$ cat src/rtl/shift_cmp_arbiter.sv
// ---------------------------------------------------------------------------
// shift_cmp_arbiter
//
// Round-robin scheduler that shares one shift/compare datapath among NREQ
// requesters. A granted requester's operand is latched and handed to the
// datapath with a one-cycle start pulse. The datapath's done is then awaited
// under a watchdog. The result, tagged with the requester id, goes back with
// a one-cycle ack / result_valid pulse.
//
// Optional feature macro: SCARB_FIXED_PRIO_EN
//   defined   -> fixed priority, lowest asserted req index always wins
//   undefined -> rotating priority starting at the round-robin pointer
//
// Ports:
//   clock        in   system clock, rising edge
//   reset_n      in   asynchronous active-low reset
//   req          in   per-requester request level, held until its ack
//   req_data     in   operands, requester i at bits [i*DW +: DW]
//   gnt          out  one-hot grant, high from ISSUE through RESP
//   ack          out  one-cycle completion pulse to the granted requester
//   dp_start     out  one-cycle start pulse to the datapath controller
//   dp_operand   out  latched operand, stable from ISSUE through RESP
//   dp_done      in   datapath completion (level or pulse)
//   dp_result    in   datapath result, valid while dp_done=1
//   result       out  captured result (zero after a watchdog abort)
//   result_id    out  id of the requester owning result
//   result_valid out  one-cycle pulse, coincident with ack
//   timeout_err  out  one-cycle pulse on watchdog abort
//   busy         out  high in every state except IDLE
// ---------------------------------------------------------------------------
module shift_cmp_arbiter #(
  parameter int NREQ    = 4,
  parameter int DW      = 4,
  parameter int IDW     = 2,
  parameter int TIMEOUT = 31
) (
  input  logic                 clock,
  input  logic                 reset_n,
  input  logic [NREQ-1:0]      req,
  input  logic [NREQ*DW-1:0]   req_data,
  output logic [NREQ-1:0]      gnt,
  output logic [NREQ-1:0]      ack,
  output logic                 dp_start,
  output logic [DW-1:0]        dp_operand,
  input  logic                 dp_done,
  input  logic [DW-1:0]        dp_result,
  output logic [DW-1:0]        result,
  output logic [IDW-1:0]       result_id,
  output logic                 result_valid,
  output logic                 timeout_err,
  output logic                 busy
);

  typedef enum logic [1:0] {
    ST_IDLE,
    ST_ISSUE,
    ST_WAIT,
    ST_RESP
  } state_t;

  localparam logic [7:0]     TIMEOUT_L = 8'(TIMEOUT);
  localparam logic [IDW-1:0] LAST_ID   = IDW'(NREQ - 1);

  state_t           r_state;
  state_t           w_nextState;
  logic [IDW-1:0]   r_id;
  logic [DW-1:0]    r_operand;
  logic [7:0]       r_timer;
  logic [DW-1:0]    r_result;
  logic [IDW-1:0]   r_resultId;
  logic [IDW-1:0]   w_winner;
  logic             w_found;
  logic             w_reqAny;
  logic             w_timerExpire;
  logic [NREQ-1:0]  w_idOneHot;
`ifndef SCARB_FIXED_PRIO_EN
  logic [IDW-1:0]   r_rrPtr;
`endif

  assign w_reqAny = |req;

  // The timer holds the number of WAIT cycles already completed, so the
  // current WAIT cycle is number r_timer+1. The watchdog fires on the cycle
  // whose number equals TIMEOUT.
  assign w_timerExpire = ((r_timer + 8'd1) == TIMEOUT_L);

  assign w_idOneHot = {{(NREQ-1){1'b0}}, 1'b1} << r_id;

  // Winner selection. The scan index is always reduced modulo NREQ, so an
  // id at or above NREQ can never be picked.
  always_comb begin
    w_winner = '0;
    w_found  = 1'b0;
    for (int k = 0; k < NREQ; k++) begin
`ifdef SCARB_FIXED_PRIO_EN
      if (!w_found && req[k]) begin
        w_found  = 1'b1;
        w_winner = IDW'(k);
      end
`else
      if (!w_found && req[(int'(r_rrPtr) + k) % NREQ]) begin
        w_found  = 1'b1;
        w_winner = IDW'((int'(r_rrPtr) + k) % NREQ);
      end
`endif
    end
  end

  // State register for the IDLE -> ISSUE -> WAIT -> RESP sequence.
  always_ff @(posedge clock or negedge reset_n) begin
    if (!reset_n) begin
      r_state <= ST_IDLE;
    end else begin
      r_state <= w_nextState;
    end
  end

  // Next-state and the single-cycle strobes. A done that arrives in the same
  // cycle as watchdog expiry takes precedence, so no error is flagged then.
  always_comb begin
    w_nextState  = r_state;
    dp_start     = 1'b0;
    result_valid = 1'b0;
    timeout_err  = 1'b0;
    case (r_state)
      ST_IDLE: begin
        if (w_reqAny) begin
          w_nextState = ST_ISSUE;
        end
      end
      ST_ISSUE: begin
        dp_start    = 1'b1;
        w_nextState = ST_WAIT;
      end
      ST_WAIT: begin
        if (dp_done) begin
          w_nextState = ST_RESP;
        end else if (w_timerExpire) begin
          timeout_err = 1'b1;
          w_nextState = ST_RESP;
        end
      end
      ST_RESP: begin
        result_valid = 1'b1;
        w_nextState  = ST_IDLE;
      end
      default: begin
        w_nextState = ST_IDLE;
      end
    endcase
  end

  // Operand/id latch, watchdog timer and result capture. The id latched in
  // IDLE is copied into result_id when WAIT exits, which makes result_id
  // valid during RESP and keeps it stable until the next RESP. A done seen
  // during ISSUE is ignored because only WAIT looks at dp_done.
  always_ff @(posedge clock or negedge reset_n) begin
    if (!reset_n) begin
      r_id       <= '0;
      r_operand  <= '0;
      r_timer    <= '0;
      r_result   <= '0;
      r_resultId <= '0;
    end else begin
      case (r_state)
        ST_IDLE: begin
          if (w_reqAny) begin
            r_id      <= w_winner;
            r_operand <= req_data[int'(w_winner)*DW +: DW];
          end
        end
        ST_ISSUE: begin
          r_timer <= '0;
        end
        ST_WAIT: begin
          if (dp_done) begin
            r_result   <= dp_result;
            r_resultId <= r_id;
          end else if (w_timerExpire) begin
            r_result   <= '0;
            r_resultId <= r_id;
          end else begin
            r_timer <= r_timer + 8'd1;
          end
        end
        default: begin
        end
      endcase
    end
  end

`ifndef SCARB_FIXED_PRIO_EN
  // Rotating pointer. After a requester is served, it moves to the slot just
  // past that requester, so the requester just served has the lowest
  // priority in the next arbitration.
  always_ff @(posedge clock or negedge reset_n) begin
    if (!reset_n) begin
      r_rrPtr <= '0;
    end else if (r_state == ST_RESP) begin
      r_rrPtr <= (r_id == LAST_ID) ? '0 : r_id + 1'b1;
    end
  end
`endif

  assign busy       = (r_state != ST_IDLE);
  assign gnt        = busy ? w_idOneHot : '0;
  assign ack        = result_valid ? w_idOneHot : '0;
  assign dp_operand = r_operand;
  assign result     = r_result;
  assign result_id  = r_resultId;

endmodule

$ cat config.mk
export PLATFORM = sky130hd
export DESIGN_NAME = shift_cmp_arbiter
export DESIGN_NICKNAME = d
export VERILOG_FILES = /design/src/rtl/shift_cmp_arbiter.sv
export SDC_FILE = /design/constraint.sdc
export NUM_CORES = 1
export LEC_CHECK = 0
export CELL_PAD_IN_SITES_DETAIL_PLACEMENT = 0
export CELL_PAD_IN_SITES_GLOBAL_PLACEMENT = 1
export CORE_MARGIN = 2
export CORE_UTILIZATION = 35
export DETAILED_ROUTE_END_ITERATION = 16
export GPL_TIMING_DRIVEN = 0
export PLACE_DENSITY = 0.8
export RECOVER_POWER = 50
export SYNTH_ARGS = -nofsm -noshare
export SYNTH_HDL_FRONTEND = slang
export SYNTH_SLANG_ARGS = --single-unit
$ cat constraint.sdc
create_clock -name clock -period 2.28 [get_ports clock]
set_input_delay 0.456 -clock clock [delete_from_list [all_inputs] [get_ports clock]]
set_output_delay 0.456 -clock clock [all_outputs]
set_load 0.01 [all_outputs]
==> results of run 1 <==
## synth_stat cells (all sizes together), types with 5 or more instances
| library cell | instances |
|---|---|
| nand4 | 5 |
| inv | 12 |
| mux2 | 5 |
| a21oi | 6 |
| o21ai | 9 |
| dfrtp | 24 |
| nor2b | 5 |
| nor2 | 9 |
| nand2 | 17 |
| and2 | 5 |
| mux2i | 9 |
| ha | 10 |
## tightest hold or removal path: stages (launching register included)
cell	delay, ps
dfrtp_1	350
nand2_1	50
o221ai_1	60
## cell families (layout without fill, tap and decap cells)
logic type / count (synthesis) / after routing
AOI/OAI and AO/OA: 36 / 36
xor gates and xnor gates: 6 / 6
adders and majority gates: 10 / 10
buffers and inverters: 19 / 84
DFF: 24 / 24
muxes: 14 / 14
and+or+nand+nor: 61 / 61
## layout by cell type, fill, tap and decap left out, types with 5 or more instances in the layout
cell / synthesis / layout
nand2_1: 17 / 17
nor2_1: 9 / 9
buf_2: 4 / 5
a21oi_1: 6 / 6
dlygate4sd3_1: 0 / 10
dfrtp_1: 24 / 22
inv_1: 12 / 11
o21ai_0: 7 / 6
nor2b_1: 5 / 5
ha_1: 10 / 6
clkdlybuf4s50_1: 0 / 36
buf_4: 0 / 13
mux2i_1: 9 / 9
## through the flow
| step | setup slack [ps] | cells |
|---|---|---|
| final | -34.6 | 287 |
| after floorplan | 237 | 170 |
| after global routing | -118 | 287 |
| after detailed placement | -454 | 269 |
| after global placement | -480 | 269 |
| after CTS | 1.52 | 284 |
## power by group through the flow
| stage | Clock [mW] | Combinational (mW) | Sequential [mW] |
|---|---|---|---|
| global route | 0.410 | 1.53 | 0.775 |
| finish | 0.386 | 1.39 | 0.745 |
| global placement | 0 | 1.32 | 0.750 |
| CTS | 0.386 | 1.40 | 0.746 |
| detailed placement | 0 | 1.34 | 0.751 |
| floorplan | 0 | 0.764 | 0.760 |
## final timing paths
path | start | endpoint | slack (ps) | depth (start not counted)
worst max register to register | r_timer[0] | r_timer[6] | 50 | 14
max in group asynchronous | reset_n | r_timer[0] | 690 | 1
worst min register to register | dp_operand[3] | dp_operand[3] | 490 | 2
worst min-delay path | dp_operand[3] | dp_operand[3] | 490 | 2
min in group asynchronous | reset_n | r_timer[3] | 850 | 1
worst max-delay path | r_timer[0] | timeout_err | -30 | 8
## layer usage
metal  GRT usage  share of wire  vias up
li1            -              -      739
met1       0.239           0.46      689
met2       0.292           0.49       46
met3      0.0125          0.041        6
met4      0.0370          0.013        0
met5           0              0        -
## cell type report
type | instances | area, µm² | share of cell area
plain buffers | 7 | 32.5 | 0.0135
repair buffers | 61 | 574 | 0.238
well taps | 52 | 65.1 | 0.0270
clock inverters | 1 | 30.0 | 0.0125
clock buffers | 3 | 41.3 | 0.0171
inverters | 12 | 45.0 | 0.0187
flip-flops and latches | 24 | 603 | 0.250
multi-input cells | 127 | 1020 | 0.423
## state kept, by name, indices dropped and copies added, names as in the netlist
register	count
dp_operand	4
result	4
r_rrPtr	2
r_state	2
result_id	2
r_id	2
r_timer	8
## what timing repair did
| item | CTS | global route |
|---|---|---|
| setup buffers | 11 | 3 |
| gates resized for setup | 16 | 4 |
| endpoints found under the setup margin | 1 | 6 |
| pin swaps | 6 | 2 |
==> impl_metrics.yaml, run 1 <==
run_status:
  outcome: "finished, violations left"
  violations: "setup timing"
clock_network:
  cts.sinks: 24
  worst_skew_pair.late_latency_ps: 270
  cts_tree: "built"
  path_clk_slew_ps: 100
  cts_buffer_depth: 2
  htree_levels: 1
  cts_buffers: 3
  postCtsHoldBufs: 0
  clock-root-buffer: "clkbuf_8"
synth:
  synth_top_family_by_area: "simple AND/OR/NAND/NOR gates"
  async_flop_share: 1.00
  synth_top_area_share: 0.366
  synth_cell_type_count: 45
  synth_area_mm2: 0.00164
  synth_fp_nets: 207
  synth_seq_area_share: 0.366
  synth_edf_count: 0
  synth_xor_area_frac: 0.0435
  synth_fa_ha_area_frac: 0.0763
  synth_area_leader_cell: "dfrtp_1"
  yosys.area_share.simple: 0.201
  yosysWarnings: 0
  synth_ff_type: "dfrtp_1"
  synth-compound-area-share: 0.173
  ys_ff_latch: 24
  muxShareOfSynthArea: 0.0938
  ys_top_cells_by_area: "dfrtp_1 37%, ha_1 7.6%, mux2i_1 5.5%"
  synth_area_per_cell_um2: 9.65
  syn_inst: 170
placement:
  portBuffers: 47
  place_hpwl_mm: 2.82
  placed_cell_area_mm2: 0.00218
  place_congestion: 0.796
worst_setup_path:
  cp_cell_sequence: "buf_6, ha_4, nand4_1, buf_4, xnor2_4, a221oi_4, and3_1, buf_2"
  cp_top_family: "buffers and inverters"
  cp.required_ps: 1820
  cp-end-kind: "primary output"
  slowest_delay_ps: 390
  arrival_ps: 1860
  cp-start-kind: "flop"
  critPathKind: "flop to primary output"
  cp_num_buf_inv: 3
  critPathMaxFanout: 5
  slowest_stage: "dfrtp_2"
route:
  wl_per_cell_um: 14.9
  first_iter_violations: 60
  ant_nets: 0
  firstDrtPassIters: 4
  viasPerCell: 5.16
  wl_mm: 4.28
  dr_total_vias: 1480
  drc: 0
global_route:
  grt_remaining_overflow: 0
  grt_pass1_vias: 1526
  antenna_found_initial: 0
  grtUsageTotal: 0.171
  grt_max_degree: 25
  grt_pass1_wl_mm: 7.25
cells_and_area:
  design_area_mm2: 0.00241
  fin_util: 0.542
  nNetsFinal: 273
  antenna_cells: 0
  syn2layout_area_growth_pct: 46.9
  n_fill_cell: 423
  drive_above_1_share: 0.200
floorplan:
  rows: 24
  io_pins: 49
  initial_utilization: 0.369
  die_area_mm2: 0.00525
  die_height_um: 72.5
  dieWidth_um: 72.5
  core_mm2: 0.00444
power:
  p_per_area_mw_per_mm2: 1040
  leakage_nw: 1.10
  p_total_mw: 2.52
  seq_power_share: 0.296
  comb_power_share: 0.551
  power.switching_mw: 0.966
  worst_ir_drop_vdd_mv: 0.536
  switching_share: 0.384
  power_frac_clock: 0.153
  cellInternalPower_mw: 1.55
sta:
  min_period_over_period: 1.02
  rsz0062_at_grt: "yes"
  tightest_slew_ps: 1130
  tns_ps: -34.6
  finClkSkew_ps: 7.33
  whs_ps: 493
  period_needed_ps: 2310
  relSlewSlack: 0.246
  slew_violations: 0
  setup_violations: 1
  fmax_mhz: 432
  hold_viol_final: 0
  worst_slack_ps: -34.6
job:
  cap_violations: 0
min_path:
  hp-class: "flop to flop"
No activity file was read; power rests on OpenSTA's default activity.
==> run 2: changes to the inputs <==
CTS_CLUSTER_DIAMETER = 60   (was unset)
==> results of run 2 <==
Same layout as run 1: the final DEF is identical, and so are final timing and power.
==> run 3: changes to the inputs <==
SLEW_MARGIN = 20   (was unset)
clock period = 2.35 ns   (was 2.28 ns; I/O delays follow)
==> impl_metrics.yaml, run 3 (synthesis results as in run 1) <==
placement:
  dp.cells: 269
  post-place-ws_ps: -404
  place_hpwl_mm: 2.86
  place_congestion: 0.796
  portBuffers: 47
route:
  dr_total_vias: 1509
  ant_nets: 0
  first_iter_violations: 61
  firstDrtPassIters: 4
  viasPerCell: 5.26
  drc: 0
  wl_per_cell_um: 14.4
  wl_mm: 4.15
worst_setup_path:
  rrSetupSlack_ps: 190
  cp-end-kind: "primary output"
  critPathMaxFanout: 5
  critPathKind: "flop to primary output"
  r2r_end: "r_timer[6]"
  rr_startpoint: "r_timer[0]"
  arrival_ps: 1840
  slowest_delay_ps: 430
  slowest_stage: "dfrtp_2"
  cp_top_family: "simple AND/OR/NAND/NOR gates"
  cp-start-kind: "flop"
  cp_cell_sequence: "buf_6, buf_6, nand4_1, nand4_1, a221oi_4, and3_1, buf_2"
  r2r_cells: 13
  cp.required_ps: 1880
  cp_num_buf_inv: 3
clock_network:
  cts_buffer_depth: 2
  postCtsHoldBufs: 0
  path_clk_slew_ps: 100
  worst_skew_pair.late_latency_ps: 280
  cts.sinks: 24
  cts_tree: "built"
  clock-root-buffer: "clkbuf_8"
  htree_levels: 1
  cts_buffers: 3
floorplan:
  core_mm2: 0.00444
  dieWidth_um: 72.5
  die_height_um: 72.5
  die_area_mm2: 0.00525
  initial_utilization: 0.369
  rows: 24
  io_pins: 49
sta:
  tightest_slew_ps: 1320
  period_needed_ps: 2310
  min_period_over_period: 0.981
  setup_violations: 0
  worst_slack_ps: 44.4
  relSlewSlack: 0.121
  whs_ps: 460
  slew_violations: 0
  hold_viol_final: 0
  rsz0062_at_grt: "yes"
  finClkSkew_ps: 5.02
  fmax_mhz: 434
cells_and_area:
  syn2layout_area_growth_pct: 46.1
  nNetsFinal: 273
  final_common_cell: "clkdlybuf4s50_1"
  largest_register: "r_timer"
  final_cells: 287
  fin_util: 0.539
  drive_above_1_share: 0.191
  layout_common_cells: "38 x clkdlybuf4s50_1, 22 x dfrtp_1, 17 x nand2_1, 12 x buf_4, 11 x inv_1"
  antenna_cells: 0
  largest_reg_flops: 8
global_route:
  grt_pass1_wl_mm: 7.15
  grtUsageTotal: 0.172
  grt_max_degree: 25
  grt_pass1_vias: 1501
  grt_remaining_overflow: 0
  antenna_found_initial: 0
min_path:
  hp-class: "input port to async pin"
power:
  p_total_mw: 2.45
  p_per_area_mw_per_mm2: 1020
  worst_ir_drop_vdd_mv: 0.491
  leakage_nw: 1.11
job:
  cap_violations: 0
run_status:
  outcome: "finished clean"
run 3: cell types whose count changed in the layout (fill, tap and decap cells not counted), moves of 2 or more:
cell	before	now
ha_1	6	8
ha_2	3	0
clkdlybuf4s50_1	36	38
dlygate4sd3_1	10	7
run 3: metal layers:
layer  up-vias  track usage  share of wire
met2        38        0.291           0.50
li1        738            -              -
met5         -            0              0
met3         4      0.00833          0.026
met1       729        0.237           0.46
met4         0       0.0556          0.012
run 3: area by class of cell:
class	instances	area, µm²
plain buffers	7	32.5
clock inverters	1	30.0
multi-input cells	127	1010
flip-flops and latches	24	603
clock buffers	3	41.3
fillers	421	2050
well taps	52	65.1
inverters	12	45.0
repair buffers	61	572
run 3: repair_timing:
item | 4_1_cts | 5_1_grt
gates resized for setup | 12 | 7
setup endpoints to repair | 1 | 2
pin swaps | 5 | 6
buffers inserted | 13 | 2
run 3: worst max path at each step:
stage                     cells after the start  startpoint           to
after detailed placement                      7  r_timer[0]  timeout_err
after global routing                          7  r_timer[0]  timeout_err
final                                         7  r_timer[0]  timeout_err
after global placement                        7  r_timer[0]  timeout_err
after CTS                                     7  r_timer[0]  timeout_err
after floorplan                               6  r_timer[0]  timeout_err
run 3: metrics by stage:
| step | setup TNS (ps) | cell area [µm²] |
|---|---|---|
| after floorplan | 0 | 1640 |
| after CTS | 0 | 2370 |
| after detailed placement | -527 | 2170 |
| after global placement | -535 | 2180 |
| after global routing | -69.6 | 2400 |
| final | 0 | 2400 |
run 3: report_power, final:
group	internal, mW	switching (mW)
Clock	0.228	0.150
Sequential	0.583	0.146
Combinational	0.701	0.645
